--- config.mk ---
export PLATFORM = sky130hd
export DESIGN_NAME = key_conditioner
export DESIGN_NICKNAME = d
export VERILOG_FILES = /design/src/rtl/key_conditioner.sv
export SDC_FILE = /design/constraint.sdc
export NUM_CORES = 1
export LEC_CHECK = 0
export ABC_AREA = 1
export CORE_ASPECT_RATIO = 0.6
export CORE_MARGIN = 4
export CORE_UTILIZATION = 55
export CTS_BUF_LIST = sky130_fd_sc_hd__clkbuf_2
export CTS_CLUSTER_SIZE = 12
export DETAILED_ROUTE_END_ITERATION = 6
export HOLD_SLACK_MARGIN = 0.02
export PLACE_DENSITY = 0.77
export SYNTH_ARGS = -nofsm -noshare
export SYNTH_HDL_FRONTEND = slang
export SYNTH_SLANG_ARGS = --single-unit
--- constraint.sdc ---
create_clock -name clk -period 1.81 [get_ports clk]
set_clock_uncertainty 0.1 [all_clocks]
set_input_delay 0.2715 -clock clk [delete_from_list [all_inputs] [get_ports clk]]
set_output_delay 0.2715 -clock clk [all_outputs]
set_load 0.02 [all_outputs]
--- src/rtl/key_conditioner.sv ---
// key_conditioner
//   Input conditioning for raw push-button keys. Each key channel is
//   synchronised (2 flops), normalised to 1 = pressed, debounced and turned
//   into a one-cycle press strobe for the game FSM.
//
//   Optional feature: define KEY_AUTOREPEAT_EN to let keys in REPEAT_MASK
//   emit extra strobes while held (first after REPEAT_DELAY cycles, then
//   every REPEAT_PERIOD cycles). Without the macro the REPEAT_* parameters
//   do not exist and no repeat counters are built.
//
//   Reset is asserted asynchronously; its release is expected to be
//   synchronous to clk (provided by the system reset controller).
//
// Ports
//   clk        in   1      system clock
//   reset      in   1      asynchronous, active-high reset
//   key_raw    in   NKEYS  raw key pins, asynchronous to clk
//   key_level  out  NKEYS  debounced level, 1 = pressed (registered)
//   key_pulse  out  NKEYS  one-cycle strobe per accepted press (registered)
module key_conditioner #(
    parameter int unsigned      NKEYS         = 4,
    parameter int unsigned      DB_CYCLES     = 4,
    parameter bit               ACTIVE_LOW    = 1'b1
`ifdef KEY_AUTOREPEAT_EN
    ,
    parameter int unsigned      REPEAT_DELAY  = 8,
    parameter int unsigned      REPEAT_PERIOD = 4,
    parameter logic [NKEYS-1:0] REPEAT_MASK   = NKEYS'(1)
`endif
) (
    input  logic             clk,
    input  logic             reset,
    input  logic [NKEYS-1:0] key_raw,
    output logic [NKEYS-1:0] key_level,
    output logic [NKEYS-1:0] key_pulse
);

    localparam int unsigned DB_W = $clog2(DB_CYCLES + 1);
    localparam logic [NKEYS-1:0] RELEASED = {NKEYS{ACTIVE_LOW}};

`ifdef KEY_AUTOREPEAT_EN
    localparam int unsigned REP_MAX = (REPEAT_DELAY > REPEAT_PERIOD) ? REPEAT_DELAY
                                                                     : REPEAT_PERIOD;
    localparam int unsigned REP_W   = $clog2(REP_MAX + 1);
`endif

    typedef enum logic [1:0] {
        ST_IDLE    = 2'd0,
        ST_PRESSED = 2'd1,
        ST_REPEAT  = 2'd2
    } key_state_e;

    // Two-flop synchroniser, shared across all channels.
    logic [NKEYS-1:0] sync1_q, sync1_d;
    logic [NKEYS-1:0] sync2_q, sync2_d;
    logic [NKEYS-1:0] pressed_c;

    always_comb begin
        sync1_d = key_raw;
        sync2_d = sync1_q;
    end

    always_ff @(posedge clk or posedge reset) begin
        if (reset) begin
            sync1_q <= RELEASED;
            sync2_q <= RELEASED;
        end else begin
            sync1_q <= sync1_d;
            sync2_q <= sync2_d;
        end
    end

    // Polarity normalisation: 1 = pressed from here on.
    always_comb begin
        pressed_c = ACTIVE_LOW ? ~sync2_q : sync2_q;
    end

    for (genvar k = 0; k < NKEYS; k++) begin : g_key

        logic [DB_W-1:0] db_cnt_q, db_cnt_d;
        logic            level_q, level_d;
        logic            pulse_q, pulse_d;
        key_state_e      state_q, state_d;
`ifdef KEY_AUTOREPEAT_EN
        localparam bit REP_EN = REPEAT_MASK[k];
        logic [REP_W-1:0] rep_cnt_q, rep_cnt_d;
`endif

        // Debounce: level follows the synced input only after DB_CYCLES
        // consecutive mismatching cycles; any match restarts the count.
        always_comb begin
            db_cnt_d = '0;
            level_d  = level_q;
            if (pressed_c[k] != level_q) begin
                if (db_cnt_q == DB_W'(DB_CYCLES - 1)) begin
                    level_d = ~level_q;
                end else begin
                    db_cnt_d = db_cnt_q + DB_W'(1);
                end
            end
        end

        // Press FSM: strobe is generated from the next level so it lines up
        // with the edge at which key_level rises.
        always_comb begin
            state_d = state_q;
            pulse_d = 1'b0;
`ifdef KEY_AUTOREPEAT_EN
            rep_cnt_d = '0;
`endif
            unique case (state_q)
                ST_IDLE: begin
                    if (level_d && !level_q) begin
                        state_d = ST_PRESSED;
                        pulse_d = 1'b1;
                    end
                end
                ST_PRESSED: begin
                    if (!level_d) begin
                        state_d = ST_IDLE;
`ifdef KEY_AUTOREPEAT_EN
                    end else if (REP_EN) begin
                        if (rep_cnt_q == REP_W'(REPEAT_DELAY - 1)) begin
                            state_d = ST_REPEAT;
                            pulse_d = 1'b1;
                        end else begin
                            rep_cnt_d = rep_cnt_q + REP_W'(1);
                        end
`endif
                    end
                end
`ifdef KEY_AUTOREPEAT_EN
                ST_REPEAT: begin
                    if (!level_d) begin
                        state_d = ST_IDLE;
                    end else if (rep_cnt_q == REP_W'(REPEAT_PERIOD - 1)) begin
                        pulse_d = 1'b1;
                    end else begin
                        rep_cnt_d = rep_cnt_q + REP_W'(1);
                    end
                end
`endif
                default: begin
                    state_d = ST_IDLE;
                end
            endcase
        end

        always_ff @(posedge clk or posedge reset) begin
            if (reset) begin
                db_cnt_q <= '0;
                level_q  <= 1'b0;
                pulse_q  <= 1'b0;
                state_q  <= ST_IDLE;
            end else begin
                db_cnt_q <= db_cnt_d;
                level_q  <= level_d;
                pulse_q  <= pulse_d;
                state_q  <= state_d;
            end
        end

`ifdef KEY_AUTOREPEAT_EN
        always_ff @(posedge clk or posedge reset) begin
            if (reset) begin
                rep_cnt_q <= '0;
            end else begin
                rep_cnt_q <= rep_cnt_d;
            end
        end
`endif

        assign key_level[k] = level_q;
        assign key_pulse[k] = pulse_q;
    end

endmodule

# [Word level (Yosys, flattened, before mapping)]
# Cells that the tools add are included.
[op_classes] n_addsub=4 eq_ne=20 muxes=36 bitwise_logic=5 n_reduce_logical=16
[ops] cell="2-to-1 mux 3 bit" count=8
[ops] cell="2-to-1 mux 1 bit" count=16
[ops] cell="2-to-1 mux 2 bit" count=8
[ops] cell="inequality test 2 bit (second input constant)" count=8
[ops] cell="case mux 2 bit (2 select lines)" count=4
[ops] cell="adder 3 x 1 -> 3 bit (second input constant)" count=4
[ops] cell="equality test 3 x 2 -> 1 bit (second input constant)" count=4
[ops] cell="equality test 2 x 1 -> 1 bit (second input constant)" count=4
[ops] cell="zero test 2 bit" count=4
[ops] cell="AND reduction 2 bit" count=4
[ops] cell="logical AND 1 bit" count=4
[ops] cell="zero test 1 bit" count=4
[ops] cell="inequality test 1 bit" count=4
[ops] cell="NOT 1 bit" count=4
[ops] cell="NOT 4 bit" count=1
[totals] ff_bits=36 inputBits=6 elab_cells=99

# [Longest topological paths before layout]
[logic_depth] depth_word=6 mapped_depth=5 ltp_nobuf=5

# [Worst setup path before layout]
# No wires, ideal clock.
[synth_timing] kind="reg2reg" start="register g_key[0].db_cnt_q[0]" end="register g_key[0].state_q[0]" setup_ps=117 arrival_ps=826 required_time_ps=1593 slack_ps=768 path_stages_with_launch=6 n_path_buf=0 path_cell_list="dfrtp_1 ha_1 nand2_1 nand2_1 nand2_1 nor2_1"
[synth_between] elab_chain_cells=6 word_cells_on_any_way=7 cone_classes="eq/ne (3); mux (2); reduce/logical (2)"
[synth_lines] item="from (decl)" line_no="80" text="logic [DB_W-1:0] db_cnt_q, db_cnt_d;"
[synth_lines] item="from (signal assigned)" line_no="156" text="db_cnt_q <= db_cnt_d;"
[synth_lines] item="equality test 3 x 2 -> 1 bit *" line_no="95" text="if (db_cnt_q == DB_W'(DB_CYCLES - 1)) begin"
[synth_lines] item="2-to-1 mux 1 bit *" line_no="95"
[synth_lines] item="2-to-1 mux 1 bit *" line_no="94" text="if (pressed_c[k] != level_q) begin"
[synth_lines] item="logical AND 1 bit" line_no="113" text="if (level_d && !level_q) begin"
[synth_lines] item="inequality test 2 bit (no source line)"
[synth_lines] item="AND reduction 2 bit (no source line) *"
[synth_lines] item="to (signal assigned)" line_no="159" text="state_q <= state_d;"
[synth_lines] item="to (decl)" line_no="83" text="key_state_e state_q, state_d;"
# Every way passes the cells marked *; elsewhere a longest branch is shown, timed or not.
# A chain may end at the register's enable or synchronous reset.

# [Worst setup path after layout]
[layout_timing] start="register g_key[2].pulse_q" end="output port key_pulse[2]"
[layout_rtl] item="from (decl)" line_no="82" text="logic pulse_q, pulse_d;"
[layout_rtl] item="from (signal assigned)" line_no="158" text="pulse_q <= pulse_d;"
[layout_rtl] item="to (decl)" line_no="35" text="output logic [NKEYS-1:0] key_pulse"
# No word-level cell between the ends.

==> impl_metrics.py <==
metrics = {
    "hold_path": {
        "hold_path_class": "in2async",
    },
    "finish": {
        "area.growth.synth_to_final_pct": 12.81,
        "drive_above_1_share_pct": 12.59,
        "fillCellCount": 173,
        "most-common-layout-cells": "nor2_1, dfrtp_1, nand2_1",
        "final_area_sq_um": 1421,
        "diodes": 0,
        "nNetsFinal": 144,
        "final_util_pct": 65.21,
    },
    "clocking": {
        "clk_latency_ns": 0.36,
        "htree_levels": 2,
        "cts_resized": 1,
        "numCtsBuffers": 5,
        "cts.clk_slew.worst_paths_ns": 0.14,
        "clockBufferDepth": 2,
        "cts_hold_buf": 0,
        "cts_tree": "built",
        "clock-sinks": 32,
        "root_buffer": "clkbuf_2",
        "cts_setup_buffers": 0,
    },
    "setup_path": {
        "end_kind": "primary output",
        "cp_cell_sequence": "clkdlybuf4s50_1",
        "critPathLaunchType": "flip-flop",
        "cpMaxStageDelayCell": "clkdlybuf4s50_1",
        "crit_required_ns": 1.44,
        "worstPathArrival_ns": 1.30,
        "worstPathBufferInverterCount": 1,
        "path_max_fanout": 1,
        "cp_top_family": "buffers and inverters",
        "critical_path_class": "reg2out",
        "critical-path-max-stage-delay_ns": 0.59,
    },
    "global_routing": {
        "grt_util_all_layers_pct": 13.32,
        "grt_pass1_vias": 718,
        "antenna_found_initial": 0,
        "grt_max_degree": 33,
        "grt-ovfl-total": 0,
        "grt_pass1_wl_um": 3029,
    },
    "power_and_ir_drop": {
        "max-vdd-ir-drop_uv": 608.5,
        "powerDensity_nw_per_um2": 1362,
        "leakagePower_uw": 0.0007409,
    },
    "drt": {
        "wire_per_inst_um": 10.45,
        "drtPass1Iterations": 4,
        "drtAntennaViolNets": 0,
        "drt_iter0_markers": 31,
        "drc": 0,
        "via_per_inst": 4.576,
        "vias": 755,
        "wl_um": 1724,
    },
    "synthesis": {
        "ys_top_cells_by_area": "dfrtp_1, dfstp_2, nor2_1",
        "ys.warnings.count": 0,
        "synth_top_area_cell": "dfrtp_1",
        "synth_cells": 121,
        "synthesis.area_sq_um": 1260,
        "syn_avg_cell_area_sq_um": 10.41,
        "syn_nets": 131,
        "yosysSeqAreaShare_pct": 64.35,
        "synth_top_area_share_pct": 47.67,
        "ys_types": 11,
        "ys_ff_latch": 32,
    },
    "timing": {
        "report.final.slew_viol_count": 0,
        "hold_viol": 0,
        "setup_viol": 0,
        "max_freq_mhz": 599.8,
        "worst_pin_slew_ns": 0.3764,
        "fin_crit_ns": 1.667,
        "setup_tns_ns": 0,
        "rsz0062_at_grt": "false",
        "relSlewSlack_pct": 74.91,
        "min_period_over_period_pct": 92.12,
    },
    "die": {
        "ioPinCount": 14,
        "fp-row-count": 13,
        "die_area_sq_um": 3146,
        "initial_utilization_pct": 57.81,
        "core_sq_um": 2180,
        "fp.dieW_um": 69.79,
        "die_y_um": 45.08,
    },
    "placement": {
        "place_congestion": 0.7445,
        "hpwl_um": 1249,
        "io_buffers": 13,
        "placed_cell_area_sq_um": 1375,
    },
    "outcome": {
        "status": "finished, final reports clean",
    },
    "job": {
        "cap_violations": 0,
    },
}
layer usage:
metal | share of wire [%] | global-route usage (%)
met1 | 44 | 14.39
met2 | 47 | 22.33
met3 | 5.7 | 5.333
met4 | 3.1 | 9.160
met5 | 0 | 0
cell families after synthesis:
group | Yosys count | synth area share, %
XOR/XNOR | 4 | 2.780
adder cells (fa/ha/maj) | 4 | 3.972
buffers and inverters | 26 | 10.13
flip-flops | 32 | 64.35
AND/OR/NAND/NOR | 55 | 18.77
state kept, by name, summed over array words and instances (netlist names):
name and cells:
g_key.db_cnt_q 12, g_key.level_q 4, g_key.pulse_q 4, g_key.state_q 4, sync1_q 4, sync2_q 4
per-stage QoR:
| step | cells | total power [uW] | setup WS [ns] | hold WS (ns) |
|---|---|---|---|---|
| 2_1_floorplan | 121 | 1494 | 0.7609 | 0.1760 |
| 3_3_place_gp | 157 | 1594 | 0.4457 | 0.2467 |
| 3_5_place_dp | 157 | 1649 | 0.4215 | 0.2468 |
| 4_1_cts | 165 | 1969 | 0.004680 | 0.1613 |
| 5_1_grt | 165 | 2092 | 0.07285 | 0.1820 |
| 6_report | 165 | 1936 | 0.1426 | 0.1675 |
power by group:
part | total, uW | switching (uW) | internal (uW)
sequential | 1000 | 110 | 895
clock | 322 | 208 | 114
combinational | 610 | 359 | 250
layout make-up:
type	instances	area [sq um]	share of cell area [%]
Sequential cell	32	810.8	57.04
Multi-Input combinational cell	63	321.6	22.62
Timing Repair Buffer	14	143.9	10.12
Inverter	18	67.56	4.754
Clock buffer	8	40.04	2.817
Tap cell	30	37.54	2.641
synth_stat cells:
master	count
inv_1	18
nand3_1	4
buf_4	8
dfrtp_1	24
nand2_1	19
nor3b_1	4
or2_0	4
dfstp_2	8
nor2_1	24
ha_1	4
xor2_1	4
worst paths after layout:
path | start | depth (start not counted) | slack (ns) | to
setup reg to reg | g_key[0].db_cnt_q[0]$_DFF_PP0_ | 5 | 0.63 | g_key[0].state_q[0]$_DFFE_PP0P_
hold reg to reg | sync1_q[3]$_DFF_PP1_ | 0 | 0.26 | sync2_q[3]$_DFF_PP1_
max in group asynchronous | reset | 3 | 1.10 | sync1_q[3]$_DFF_PP1_
setup / recovery | g_key[2].pulse_q$_DFF_PP0_ | 1 | 0.14 | key_pulse[2]
min in group clk | key_raw[0] | 1 | 0.21 | sync1_q[0]$_DFF_PP1_
hold / removal | reset | 3 | 0.17 | g_key[2].level_q$_DFF_PP0_
Note: power is estimated with default switching activity, not from simulation.
==> patch: new RTL, same flow settings <==
Build with the macro `KEY_AUTOREPEAT_EN` defined.
--- a/src/rtl/key_conditioner.sv
+++ b/src/rtl/key_conditioner.sv
@@ -18,4 +18,6 @@
 //   key_level  out  NKEYS  debounced level, 1 = pressed (registered)
 //   key_pulse  out  NKEYS  one-cycle strobe per accepted press (registered)
+`define KEY_AUTOREPEAT_EN
+
 module key_conditioner #(
     parameter int unsigned      NKEYS         = 4,
Behaviour: same outputs for any inputs over 10 cycles, from zero or initial values and one cycle with reset high; that may be too few to reach the edited logic, so the function may still have changed.
==> patch against the original RTL <==
  * Die area up 22%
  * Maximum frequency decreased by 2.2%
  * Via count increased by 32%
  * Sequential power rose by 18%
  * Register-to-register slack worse by 310 ps
  * Cell area grew 23%
  * Critical path depth unchanged
  * Wire length rose by 41%
  * Area after synthesis increased by 26%
  * Worst setup slack got worse by 37 ps
  * Sequential cell count is 5 higher
  * Total power rose by 24%
  * Largest cell class unchanged
  * Largest power group unchanged
  * Highest routed layer unchanged
==> patch: results (changes against the original RTL) <==
GRT Util Overall = 0.149 (+0.0162)
HPWL after DPL = 1760 um (+41%)
placed cell count = 187 (+19%)
Core Region = 2630 um2 (+21%)
sequential share of power = 0.488 (-0.031)
switching pwr = 0.000922 W (+36%)
crit path from = g_key[0].pulse_q
worst skew pair latency = 380 ps (+20 ps)
GRT met3 Usage = 0.0491 (-0.00424)
clk sinks = 37 (+16%)
Layout area overhead = 9.61%
FMAX = 587 MHz (-2.2%)
Post-synth top cells = dfrtp_1 (29), nand2_1 (23), inv_1 (19)
Total Wirelength = 2430 um (+41%)
R2R setup slack = 320 ps (-310 ps)
Gate power share = 0.361 (+0.046)
multi-input combinational area share = 0.295 (+0.0690)
status = completed
share of layout cells above drive strength 1 = 0.160 (+0.0336)
Setup WS pre-CTS = 359 ps (-62.8 ps)
RePlAce Congestion = 0.837 (+12%)
P_leak = 0.871 nW (+18%)
Avg WL per Cell = 12.5 um (+19%)
non-clock inverter total of the final layout = 21 (+3)
Mapped Cells = 149 (+23%)
maximum VDD drop = 0.771 mV (+27%)
worst path arrival time = 1330 ps (+30 ps)
Multi-Input Combinational = 83 (+32%)
Seq power = 0.00118 W (+18%)
drt initial violations = 33 (+6.5%)
met2 Track Usage GR = 0.245 (+0.0217)
nets = 177 (+23%)
Netlist cell types = 22 (+11)
Placed Area = 1710 um2 (+24%)
Area contributors post-synth = dfrtp_1 (46%), dfstp_2 (13%), ha_1 (7.1%), nand2_1 (5.4%), inv_1 (4.5%)
pin count of the biggest net entering global routing = 38 (+15%)
Non-clock buffer share = 0.0761 (-0.0251)
sequential share of cell area = 0.537 (-0.0331)
GR met1 Demand/Resource = 0.179 (+0.0356)
worst hold slack = 154 ps (-13.5 ps)
vias in the first global route = 1030 (+43%)
Worst-Margin Slew = 442 ps (+65.2 ps)
-- patch: what timing repair did --
action	4_1_cts	5_1_grt
gates resized for setup	4	0
hold buffers	0	0
setup endpoints to repair	4	0
-- patch: path summary, 6_finish.rpt --
path                                         endpoint  cells after the start
worst max register to register  g_key[0].rep_cnt_q[3]                      8
max in group asynchronous                  sync2_q[2]                      3
worst min register to register             sync2_q[3]                      0
worst min-delay path              g_key[0].state_q[0]                      3
min in group clk                           sync1_q[2]                      1
worst max-delay path                     key_pulse[0]                      1
-- patch: logic make-up (layout without fill, tap and decap cells) --
kind of cell | count (synthesis) | count (layout) | share of synthesized area
and+or+nand+nor | 60 | 60 | 0.190
buffers and inverters | 29 | 43 | 0.0874
DFF | 37 | 37 | 0.589
xor gates and xnor gates | 6 | 6 | 0.0331
AOI/OAI and AO/OA | 8 | 8 | 0.0299
adders and majority gates | 9 | 9 | 0.0709
